$ cat config.mk
export PLATFORM = sky130hd
export DESIGN_NAME = fifo_port_sched
export DESIGN_NICKNAME = d
export VERILOG_FILES = /design/src/rtl/fifo_pkg.sv /design/src/rtl/fifo_dir_arb.sv /design/src/rtl/fifo_port_sched.sv
export SDC_FILE = /design/constraint.sdc
export NUM_CORES = 1
export LEC_CHECK = 0
export BUFFER_PORTS_ARGS = -buffer_cell sky130_fd_sc_hd__buf_2
export CAP_MARGIN = 20
export CELL_PAD_IN_SITES_DETAIL_PLACEMENT = 0
export CELL_PAD_IN_SITES_GLOBAL_PLACEMENT = 2
export CORE_ASPECT_RATIO = 1.1
export CORE_MARGIN = 3
export CORE_UTILIZATION = 23
export CTS_CLUSTER_SIZE = 30
export DETAILED_ROUTE_END_ITERATION = 10
export HOLD_SLACK_MARGIN = 0.08
export PLACE_DENSITY_LB_ADDON = 0.12
export SETUP_SLACK_MARGIN = 0.4
export SLEW_MARGIN = 40
export SYNTH_ARGS = -nofsm -noshare
export SYNTH_HDL_FRONTEND = slang
export SYNTH_SLANG_ARGS = --single-unit
$ cat constraint.sdc
create_clock -name CLK -period 2.7 [get_ports CLK]
set_input_delay 0.405 -clock CLK [delete_from_list [all_inputs] [get_ports CLK]]
set_output_delay 0.405 -clock CLK [all_outputs]
set_load 0.1 [all_outputs]
$ cat src/rtl/fifo_pkg.sv
// Shared definitions for the FIFO port master: default sizes, FSM states and
// the encoding of the FIFO direction line.
package fifo_pkg;

    localparam int DATA_W = 32;
    localparam int DEPTH  = 32;

    typedef enum logic {
        RST_HOLD = 1'b0,
        ARB      = 1'b1
    } state_t;

    // Direction line encoding as seen on WRH_RDL
    typedef enum logic {
        DIR_RD = 1'b0,
        DIR_WR = 1'b1
    } dir_t;

endpackage

$ cat src/rtl/fifo_dir_arb.sv
// Direction arbiter for the single WRH_RDL line: picks write or read for the
// current cycle and limits same-direction bursts while both sides have work.
module fifo_dir_arb
    import fifo_pkg::*;
#(
    parameter int BURST = 4
) (
    input  logic clk,
    input  logic rst_n,
    input  logic enable,
    input  logic s_valid,
    input  logic full,
    input  logic empty,
    output dir_t dir
);

    localparam int CNT_W = $clog2(BURST + 1);

    logic [CNT_W-1:0] burst_cnt;
    dir_t             last_dir;
    logic             wr_want;
    logic             rd_want;

    assign wr_want = s_valid && !full;
    assign rd_want = !empty;

    // Choose the slot direction; idle cycles and a full FIFO fall back to a read slot
    always_comb begin
        dir = DIR_RD;
        if (enable) begin
            if (wr_want && !rd_want) begin
                dir = DIR_WR;
            end else if (wr_want && rd_want) begin
                if (burst_cnt < CNT_W'(BURST)) begin
                    dir = last_dir;
                end else begin
                    dir = (last_dir == DIR_WR) ? DIR_RD : DIR_WR;
                end
            end
        end
    end

    // Track the current direction and how many slots in a row it has had
    always_ff @(posedge clk or negedge rst_n) begin
        if (!rst_n) begin
            burst_cnt <= '0;
            last_dir  <= DIR_RD;
        end else if (!enable) begin
            burst_cnt <= '0;
            last_dir  <= DIR_RD;
        end else if (dir != last_dir) begin
            burst_cnt <= CNT_W'(1);
            last_dir  <= dir;
        end else if (burst_cnt < CNT_W'(BURST)) begin
            burst_cnt <= burst_cnt + CNT_W'(1);
        end
    end

endmodule

$ cat src/rtl/fifo_port_sched.sv
// Port master for the single-direction FIFO: sequences the FIFO reset,
// time-multiplexes WRH_RDL between producer writes and sink pops, and keeps a
// shadow occupancy that is cross-checked against FULL/EMPTY.
module fifo_port_sched
    import fifo_pkg::*;
#(
    parameter int DATA_W = fifo_pkg::DATA_W,
    parameter int DEPTH  = fifo_pkg::DEPTH,
    parameter int BURST  = 4
) (
    input  logic                    CLK,
    input  logic                    RESETL,
    input  logic                    FLUSH,
    input  logic                    S_VALID,
    input  logic [DATA_W-1:0]       S_DATA,
    output logic                    S_READY,
    output logic                    M_VALID,
    output logic [DATA_W-1:0]       M_DATA,
    output logic                    F_RESETH,
    output logic                    F_WRH_RDL,
    output logic [DATA_W-1:0]       F_DATAIN,
    input  logic [DATA_W-1:0]       F_DATAOUT,
    input  logic                    F_FULL,
    input  logic                    F_EMPTY,
    output logic [$clog2(DEPTH):0]  LEVEL,
    output logic [15:0]             WR_CNT,
    output logic [15:0]             RD_CNT,
    output logic                    ERR
);

    localparam int LVL_W = $clog2(DEPTH) + 1;

    state_t state;
    logic   hold_cnt;
    dir_t   dir;
    logic   arb_en;
    logic   wr_slot;
    logic   pop;

    assign arb_en = (state == ARB);

    fifo_dir_arb #(
        .BURST (BURST)
    ) u_arb (
        .clk     (CLK),
        .rst_n   (RESETL),
        .enable  (arb_en),
        .s_valid (S_VALID),
        .full    (F_FULL),
        .empty   (F_EMPTY),
        .dir     (dir)
    );

    // A write slot is only ever granted with S_VALID high and FULL low, so it
    // doubles as the handshake; a read slot on an empty FIFO is a no-op.
    assign wr_slot   = arb_en && (dir == DIR_WR);
    assign pop       = arb_en && (dir == DIR_RD) && !F_EMPTY;
    assign S_READY   = wr_slot;
    assign F_WRH_RDL = wr_slot;
    assign F_DATAIN  = S_DATA;
    assign M_DATA    = F_DATAOUT;

    // Reset sequencer: hold FIFO RESETH for two edges after reset release or FLUSH
    always_ff @(posedge CLK or negedge RESETL) begin
        if (!RESETL) begin
            state    <= RST_HOLD;
            hold_cnt <= 1'b0;
            F_RESETH <= 1'b1;
        end else if (FLUSH) begin
            state    <= RST_HOLD;
            hold_cnt <= 1'b0;
            F_RESETH <= 1'b1;
        end else if (state == RST_HOLD) begin
            if (hold_cnt) begin
                state    <= ARB;
                hold_cnt <= 1'b0;
                F_RESETH <= 1'b0;
            end else begin
                hold_cnt <= 1'b1;
            end
        end
    end

    // Pop latency, shadow level, traffic counters and the sticky consistency flag
    always_ff @(posedge CLK or negedge RESETL) begin
        if (!RESETL) begin
            M_VALID <= 1'b0;
            LEVEL   <= '0;
            WR_CNT  <= '0;
            RD_CNT  <= '0;
            ERR     <= 1'b0;
        end else begin
            M_VALID <= pop;
            if (wr_slot) begin
                WR_CNT <= WR_CNT + 16'd1;
            end
            if (pop) begin
                RD_CNT <= RD_CNT + 16'd1;
            end
            if (FLUSH || (state == RST_HOLD)) begin
                LEVEL <= '0;
                ERR   <= 1'b0;
            end else begin
                if (wr_slot) begin
                    LEVEL <= LEVEL + LVL_W'(1);
                end else if (pop) begin
                    LEVEL <= LEVEL - LVL_W'(1);
                end
                if (((LEVEL == '0) != F_EMPTY) || ((LEVEL == LVL_W'(DEPTH)) != F_FULL)) begin
                    ERR <= 1'b1;
                end
            end
        end
    end

endmodule
==> impl_metrics.ini, run 1 <==
[run_status]
status = completed

[floorplanning]
core_mm2 = 0.0116
core.rowCount = 41
die_width_um = 111
io_pins = 177
fp.dieH_um = 121
die_area_mm2 = 0.0134
initial_utilization_pct = 23.8

[synthesis]
seq_area_frac_synth_pct = 42.4
synth-edff-count = 0
synth.avg_cell_area_um2 = 10.1
ys_async_sr_fraction_pct = 100
ys_top_cells_by_count = buf_4, dfrtp_1, xnor2_1
synthCells = 274
synth_area_mm2 = 0.00278
synth_top_area_share_pct = 41.5
ys_ff_latch = 47
ys_types = 46
synthFlopType = dfrtp_1
synth.yosys.warnings = 0
synthesis.nets = 351
yosys.area.top_type = dfrtp_1
synth.most_common_cell = buf_4
synth_area_leaders = dfrtp_1, buf_4, xnor2_1

[routing]
ant_nets = 0
drc = 0
wl_per_cell_um = 14.1
drtIter0Drc = 77
dr.pass1.iters = 4
via_count = 1745
drt-total-wl_mm = 5.90
vias_per_cell = 4.17

[grt]
grt_pass1_wl_mm = 9.43
grt_usage_pct = 8.76
grt_max_degree = 25
grt_antenna_before_repair = 0
grt_pass1_vias = 1769
grt_remaining_overflow = 0

[clock_network]
clock_path_buffers = 2
htreeDepth = 2
cts_tree = built
clock_sink_count = 47
root_buffer = clkbuf_16
cts.clk_slew.worst_paths_ps = 70
numCtsBuffers = 5
clk_latency_ps = 280
cts-hold-fix-buffers = 0

[critical_path]
r2r-start = u_arb.burst_cnt[2]$_DFFE_PN0P_
r2r_cells = 9
r2r_slack_ps = 430
cp.required_ps = 2860
crit_path_end_kind = flip-flop
cp_max_fo = 6
critPathArrivalTime_ps = 2430
timing.rr.end = LEVEL[5]$_DFFE_PN0P_
worstSetupPathType = reg2reg
cp-start-kind = flip-flop

[power_and_ir_drop]
cellPowerDensity_mw_per_mm2 = 797
power_mw = 2.34
p_leak_nw = 1.39
vdd_drop_max_uv = 402

[timing]
max_freq_ghz = 0.441
rsz0062_at_grt = yes
finClkSkew_ps = 3.76
finalSetupTns_ps = 0
fin_hold_ws_ps = 113
drv_slew = 0
worst_pin_slew_ps = 567
setup_viol = 0
min_period_ps = 2270
fin_crit_sh_pct = 84.1
relSlewSlack_pct = 62.2
hold_viol = 0

[cells_and_area]
final_cell_area_mm2 = 0.00293
num-nets-final = 344
syn2layout_area_growth_pct = 5.64
diodes = 0
layout-drive-gt1-share_pct = 31.0
final_util_pct = 25.2

[worst_hold_path]
hold_class = in2async

[place]
port_buffers = 48
dp_hpwl_mm = 4.43
place_congestion = 0.691
postPlaceCellArea_mm2 = 0.00272

[flow_run]
maxCapViolations = 0
critical path: stages, from the launching register on:
cell and delay, ps:
dfrtp_2 440, xor2_2 230, o211ai_4 170, ha_2 420, a21oi_1 70, and2_1 160, o21a_1 170, o31ai_2 270
xor2_1 160, nor2_1 50
worst max path at each step:
stage	from	endpoint	slack (ps)	cells after the start
floorplan	LEVEL[2]$_DFFE_PN0P_	LEVEL[5]$_DFFE_PN0P_	400	7
global placement	F_FULL	LEVEL[5]$_DFFE_PN0P_	150	10
detailed placement	F_FULL	LEVEL[5]$_DFFE_PN0P_	150	10
CTS	u_arb.burst_cnt[2]$_DFFE_PN0P_	LEVEL[5]$_DFFE_PN0P_	350	9
global route	u_arb.last_dir$_DFFE_PN0P_	LEVEL[5]$_DFFE_PN0P_	280	9
finish	u_arb.burst_cnt[2]$_DFFE_PN0P_	LEVEL[5]$_DFFE_PN0P_	430	9
layer usage:
metal  vias up  GRT usage (%)  share of wire, %
met3         6           3.19               6.1
li1        826              -                 -
met4         0           2.54              0.93
met5         -              0                 0
met1       852           10.5                43
met2        61           14.8                50
placed cells by master (no fill, tap or decap), types with 2 or more instances in the layout:
cell type | Yosys | layout
nand2_1 | 18 | 18
clkbuf_16 | 0 | 5
dfrtp_1 | 46 | 43
and4_1 | 2 | 2
clkbuf_1 | 2 | 2
nand4_1 | 8 | 8
a21oi_1 | 3 | 3
o21a_1 | 3 | 3
nand3_1 | 10 | 10
a211oi_1 | 2 | 2
or3_4 | 1 | 2
dfrtp_2 | 0 | 3
ha_2 | 0 | 2
nor3_1 | 2 | 2
buf_2 | 1 | 46
o21ai_0 | 2 | 2
nand2b_1 | 4 | 4
nor2_1 | 23 | 23
buf_4 | 66 | 9
and3_1 | 3 | 3
xnor2_1 | 26 | 26
mux2i_1 | 3 | 3
ha_1 | 7 | 4
inv_1 | 5 | 5
xor2_1 | 12 | 12
kinds of logic (layout without fill, tap and decap cells):
| group | count (synthesis) | after routing | synth area share, % |
|---|---|---|---|
| simple gates | 82 | 82 | 15.0 |
| compound gates | 19 | 19 | 5.59 |
| xor+xnor | 40 | 40 | 13.2 |
| mux | 4 | 4 | 1.49 |
| flops | 47 | 47 | 42.4 |
| buf+inv | 75 | 69 | 19.2 |
| fa+ha+maj | 7 | 7 | 3.16 |
report_power, final:
group          total [mW]  switching (mW)  internal, mW
Clock               0.605           0.262         0.343
Sequential          0.898           0.116         0.782
Combinational       0.834           0.655         0.178
area by class of cell:
class	instances	area, um2
Clock buffer	7	133
Clock inverter	1	5.00
Fill cell	1267	8710
Inverter	6	25.0
Multi-Input combinational cell	152	1100
Sequential cell	47	1180
Tap cell	150	188
Timing Repair Buffer	55	298
per-stage QoR:
step	setup slack (ps)	std cells
finish	431	418
global route	280	418
CTS	354	416
detailed placement	152	406
global placement	154	406
floorplan	402	274
timing repair:
action,in CTS,in global routing
setup endpoints to repair,5,3
cloned,0,0
pin swaps,1,4
gates resized for setup,5,6
setup buffers,2,2
flip-flops by register name, indices dropped and copies added (netlist names):
name / cells
ERR: 1
F_RESETH: 1
LEVEL: 6
M_VALID: 1
RD_CNT: 16
WR_CNT: 16
arb_en: 1
hold_cnt: 1
u_arb.burst_cnt: 3
u_arb.last_dir: 1
Power figures use the tool's default switching activity.
==> run 2, diff against run 1 <==
--- a/config.mk
+++ b/config.mk
@@ -11,7 +11,7 @@
 export CELL_PAD_IN_SITES_GLOBAL_PLACEMENT = 2
 export CORE_ASPECT_RATIO = 1.1
 export CORE_MARGIN = 3
-export CORE_UTILIZATION = 23
+export CORE_UTILIZATION = 21
 export CTS_CLUSTER_SIZE = 30
 export DETAILED_ROUTE_END_ITERATION = 10
 export HOLD_SLACK_MARGIN = 0.08
==> constraint.sdc (replaced) <==
create_clock -name CLK -period 1.9 [get_ports CLK]
set_input_delay 0.285 -clock CLK [delete_from_list [all_inputs] [get_ports CLK]]
set_output_delay 0.285 -clock CLK [all_outputs]
set_load 0.1 [all_outputs]
==> impl_metrics.ini, run 2 (synthesis results as in run 1) <==
[run_status]
status = complete, but fails checks
violations = negative setup slack

[worst_hold_path]
holdPathStages = 2
hold_class = in2reg
hold-path-endpoint = hold_cnt$_DFFE_PN0N_
hold_start = FLUSH

[critical_path]
r2r-start = u_arb.last_dir$_DFFE_PN0P_
critical-path-slowest-cell = dfrtp_1
r2r_slack_ps = -340
worstSetupPathType = reg2reg
r2r_cells = 10
cp-start-kind = flip-flop
critPathArrivalTime_ps = 2420
crit_path_end_kind = flip-flop
cp_max_fo = 6
path_cells = xor2_2 > o211ai_4 > buf_4 > ha_4 > a21oi_1 > and2_1 > o21a_1 > o31ai_1 > xor2_1 > nor2_1
cp_slowest_stage_delay_ps = 410
timing.rr.end = LEVEL[5]$_DFFE_PN0P_
cp.required_ps = 2070

[floorplanning]
initial_utilization_pct = 21.8
die_area_mm2 = 0.0146
io_pins = 177
fp.dieH_um = 127
die_width_um = 116
core.rowCount = 43
core_mm2 = 0.0128

[cells_and_area]
num-nets-final = 388
fin_cells = 469
layout.cells.most_common_list = buf_2, buf_4, dfrtp_1
layout-drive-gt1-share_pct = 56.4
top_regs = RD_CNT (16), WR_CNT (16), LEVEL (6)
mostFrequentLayoutCell = buf_2
syn2layout_area_growth_pct = 36.1
final_util_pct = 29.6
diodes = 0

[timing]
hold_viol = 0
fin_crit_sh_pct = 118
relSlewSlack_pct = 67.4
worst_slack_ps = -343
rsz0062_at_grt = yes
min_period_ps = 2240
finClkSkew_ps = 6.89
fin_hold_ws_ps = 184
max_freq_ghz = 0.446
finalSetupTns_ps = -2500
drv_slew = 0
worst_pin_slew_ps = 493
setup_viol = 15

[routing]
wl_per_cell_um = 14.1
dr.pass1.iters = 4
vias_per_cell = 4.13
drtIter0Drc = 70
drc = 0
via_count = 1939
drt-total-wl_mm = 6.60
ant_nets = 0

[clock_network]
clk_latency_ps = 300
clock_path_buffers = 2
numCtsBuffers = 5
root_buffer = clkbuf_16
htreeDepth = 2
clock_sink_count = 47
cts_tree = built
cts.clk_slew.worst_paths_ps = 70

[place]
port_buffers = 48
dp_hpwl_mm = 4.39
place_congestion = 0.708
dp.cells = 437

[grt]
grt_antenna_before_repair = 0
grt_usage_pct = 9.15
grt_max_degree = 48
grt_pass1_vias = 1999
grt_pass1_wl_mm = 10.5
grt_remaining_overflow = 0

[power_and_ir_drop]
cellPowerDensity_mw_per_mm2 = 1010
vdd_drop_max_uv = 319
p_leak_nw = 1.70
power_mw = 3.83

[flow_run]
maxCapViolations = 0
-- run 2: final cells by class --
type                            instances  area, um2
Multi-Input combinational cell        152       1340
Clock buffer                            6        139
Clock inverter                          2       35.0
Timing Repair Buffer                   99        811
Sequential cell                        47       1230
Fill cell                            1323       8970
Tap cell                              157        196
Inverter                                6       25.0
-- run 2: worst max path at each step --
| stage | from | end | cells past startpoint |
|---|---|---|---|
| floorplan | LEVEL[4]$_DFFE_PN0P_ | LEVEL[5]$_DFFE_PN0P_ | 7 |
| global placement | u_arb.last_dir$_DFFE_PN0P_ | LEVEL[4]$_DFFE_PN0P_ | 9 |
| detailed placement | u_arb.last_dir$_DFFE_PN0P_ | LEVEL[4]$_DFFE_PN0P_ | 9 |
| CTS | u_arb.last_dir$_DFFE_PN0P_ | LEVEL[5]$_DFFE_PN0P_ | 9 |
| global route | u_arb.last_dir$_DFFE_PN0P_ | LEVEL[5]$_DFFE_PN0P_ | 9 |
| finish | u_arb.last_dir$_DFFE_PN0P_ | LEVEL[5]$_DFFE_PN0P_ | 10 |
-- run 2: metal layers --
metal	global-route usage (%)	vias up	part of all wire [%]
li1	-	913	-
met1	10.8	963	42
met2	14.9	49	51
met3	3.77	14	6.2
met4	3.31	0	1.6
met5	0	-	0
-- run 2: timing repair --
| item | in CTS | in global routing |
|---|---|---|
| hold endpoints to repair | 46 | 0 |
| hold buffers | 1 | 0 |
| buffers inserted | 12 | 11 |
| gates resized for setup | 42 | 46 |
| setup endpoints to repair | 44 | 45 |
| pin swaps | 19 | 27 |
-- run 2: per-stage QoR --
| stage | setup slack (ps) | cell area, um2 |
|---|---|---|
| after floorplan | -343 | 2890 |
| after global placement | -417 | 3050 |
| after detailed placement | -451 | 3050 |
| after CTS | -424 | 3480 |
| after global routing | -485 | 3780 |
| final | -343 | 3780 |
-- run 2: where the power goes --
group	internal, mW	switching [mW]	leakage [nW]	total (mW)
clock network	0.655	0.404	0.0868	1.06
logic	0.431	0.999	1.02	1.43
registers	1.15	0.189	0.600	1.34
-- run 2: critical path, delay by kind of cell, from the launching register on --
family          cells  cell delay, ps
buf+inv             1             180
fa+ha+maj           1             260
xor+xnor            2             420
flops               1             410
simple gates        2             210
compound gates      4             660
==> run 3, diff against run 2 <==
--- a/config.mk
+++ b/config.mk
@@ -6,12 +6,12 @@
 export NUM_CORES = 1
 export LEC_CHECK = 0
 export BUFFER_PORTS_ARGS = -buffer_cell sky130_fd_sc_hd__buf_2
-export CAP_MARGIN = 20
 export CELL_PAD_IN_SITES_DETAIL_PLACEMENT = 0
 export CELL_PAD_IN_SITES_GLOBAL_PLACEMENT = 2
 export CORE_ASPECT_RATIO = 1.1
 export CORE_MARGIN = 3
-export CORE_UTILIZATION = 21
+export CORE_UTILIZATION = 22
+export CTS_BUF_LIST = sky130_fd_sc_hd__clkbuf_2
 export CTS_CLUSTER_SIZE = 30
 export DETAILED_ROUTE_END_ITERATION = 10
 export HOLD_SLACK_MARGIN = 0.08
==> impl_metrics.ini, run 3 (synthesis results as in run 1) <==
[routing]
dr.pass1.iters = 3
drc = 0
drtIter0Drc = 42
via_count = 2060
ant_nets = 0
wl_per_cell_um = 13.9
vias_per_cell = 4.10
drt-total-wl_mm = 6.98

[clock_network]
numCtsBuffers = 5
clk_latency_ps = 460
clock_sink_count = 47
cts.clk_slew.worst_paths_ps = 290
clock_path_buffers = 2
cts_tree = built
root_buffer = clkbuf_2
htreeDepth = 2

[floorplanning]
io_pins = 177
initial_utilization_pct = 22.8
fp.dieH_um = 124
die_width_um = 113
die_area_mm2 = 0.0140
core_mm2 = 0.0122
core.rowCount = 42

[timing]
fin_hold_ws_ps = 159
worst_pin_slew_ps = 368
finClkSkew_ps = 24.8
finalSetupTns_ps = -2160
drv_slew = 0
fin_crit_sh_pct = 118
relSlewSlack_pct = 75.4
min_period_ps = 2250
max_freq_ghz = 0.445
hold_viol = 0
rsz0062_at_grt = yes
worst_slack_ps = -346
setup_viol = 14

[critical_path]
critPathArrivalTime_ps = 2630
r2r_slack_ps = -350
worstSetupPathType = reg2reg
r2r-start = u_arb.last_dir$_DFFE_PN0P_
cp-start-kind = flip-flop
timing.rr.end = LEVEL[5]$_DFFE_PN0P_
cp.required_ps = 2280
cp-startpoint = u_arb.last_dir$_DFFE_PN0P_
r2r_cells = 10
cp_max_fo = 6
crit_path_end_kind = flip-flop
critical_path.endpoint = LEVEL[5]$_DFFE_PN0P_

[power_and_ir_drop]
cellPowerDensity_mw_per_mm2 = 852
p_leak_nw = 1.93
vdd_drop_max_uv = 933

[grt]
use_met3_pct = 3.06
grt_antenna_before_repair = 0
use_met1_pct = 12.2
grt_usage_pct = 10.1
grt_pass1_vias = 2164
use_met2_pct = 17.0
grt_remaining_overflow = 0
grt_max_degree = 48
busiest_layer = met2
grt_pass1_wl_mm = 11.0

[cells_and_area]
fillers = 1251
num-nets-final = 425
syn2layout_area_growth_pct = 54.6
layout-drive-gt1-share_pct = 61.3
layout.cells.most_common_list = buf_4, buf_6, buf_12
diodes = 0
mostFrequentLayoutCell = buf_4
top_regs = RD_CNT (16), WR_CNT (16), LEVEL (6)
final_cell_area_mm2 = 0.00429

[run_status]
status = complete, but fails checks
violations = negative setup slack

[place]
dp_hpwl_mm = 4.49
dp_slack_ps = -347
port_buffers = 48
postPlaceCellArea_mm2 = 0.00303
place_congestion = 0.745

[flow_run]
maxCapViolations = 0

[worst_hold_path]
hold_class = in2reg
==> run 3: cell count changes in the layout (fill, tap and decap cells not counted), sizes merged <==
cell         change
clkinvlp         +2
bufinv           -1
buf             +41
clkbuf           -6
dlygate4sd3      +1
==> run 3: how the worst min path moves through the flow <==
stage,start,to,cells past startpoint
CTS,F_EMPTY,u_arb.last_dir$_DFFE_PN0P_,3
global placement,RESETL,RD_CNT[5]$_DFFE_PN0P_,2
finish,F_EMPTY,u_arb.last_dir$_DFFE_PN0P_,3
floorplan,RESETL,ERR$_DFFE_PN0P_,0
global route,F_EMPTY,u_arb.last_dir$_DFFE_PN0P_,3
detailed placement,RESETL,RD_CNT[5]$_DFFE_PN0P_,2
==> run 3: where the power goes <==
part | internal [mW] | total (mW) | switching [mW]
combinational | 0.784 | 1.88 | 1.10
sequential | 1.15 | 1.31 | 0.158
clock | 0.0868 | 0.470 | 0.383
total | 2.02 | 3.66 | 1.64
==> run 3: timing repair <==
action,CTS,global route
setup buffers,40,20
endpoints found under the setup margin,80,68
hold endpoints to repair,50,0
resized for setup,155,35
gates cloned,0,1
pin swaps,17,27
hold buffers,2,0
==> run 3: layer usage <==
metal	vias up	share of wire, %
li1	985	-
met1	1004	44
met2	63	49
met3	8	5.0
met4	0	1.5
met5	-	0
==> run 3: cell type report <==
cell class	instances	area [um2]	area share, %
well taps	154	193	4.49
repair buffers	136	1490	34.7
clock buffers	5	25.0	0.583
flip-flops and latches	47	1230	28.7
clock inverters	3	20.0	0.466
inverters	6	25.0	0.583
multi-input cells	152	1310	30.4
==> run 3: worst max-delay path, cell delays in order, from the launching register on <==
cell,delay (ps)
dfrtp_1,480
xor2_2,210
o211ai_4,320
buf_4,190
ha_4,140
nor3_1,70
and2_1,140
o21a_1,170
o31ai_2,250
xor2_1,160
nor2_1,50
==> run 3: per-stage QoR <==
step	cells	total power, mW	utilization (%)
detailed placement	432	2.57	24.8
floorplan	274	2.92	-
global placement	432	2.57	24.8
global route	503	3.84	35.2
CTS	482	3.62	32.4
finish	503	3.66	35.2
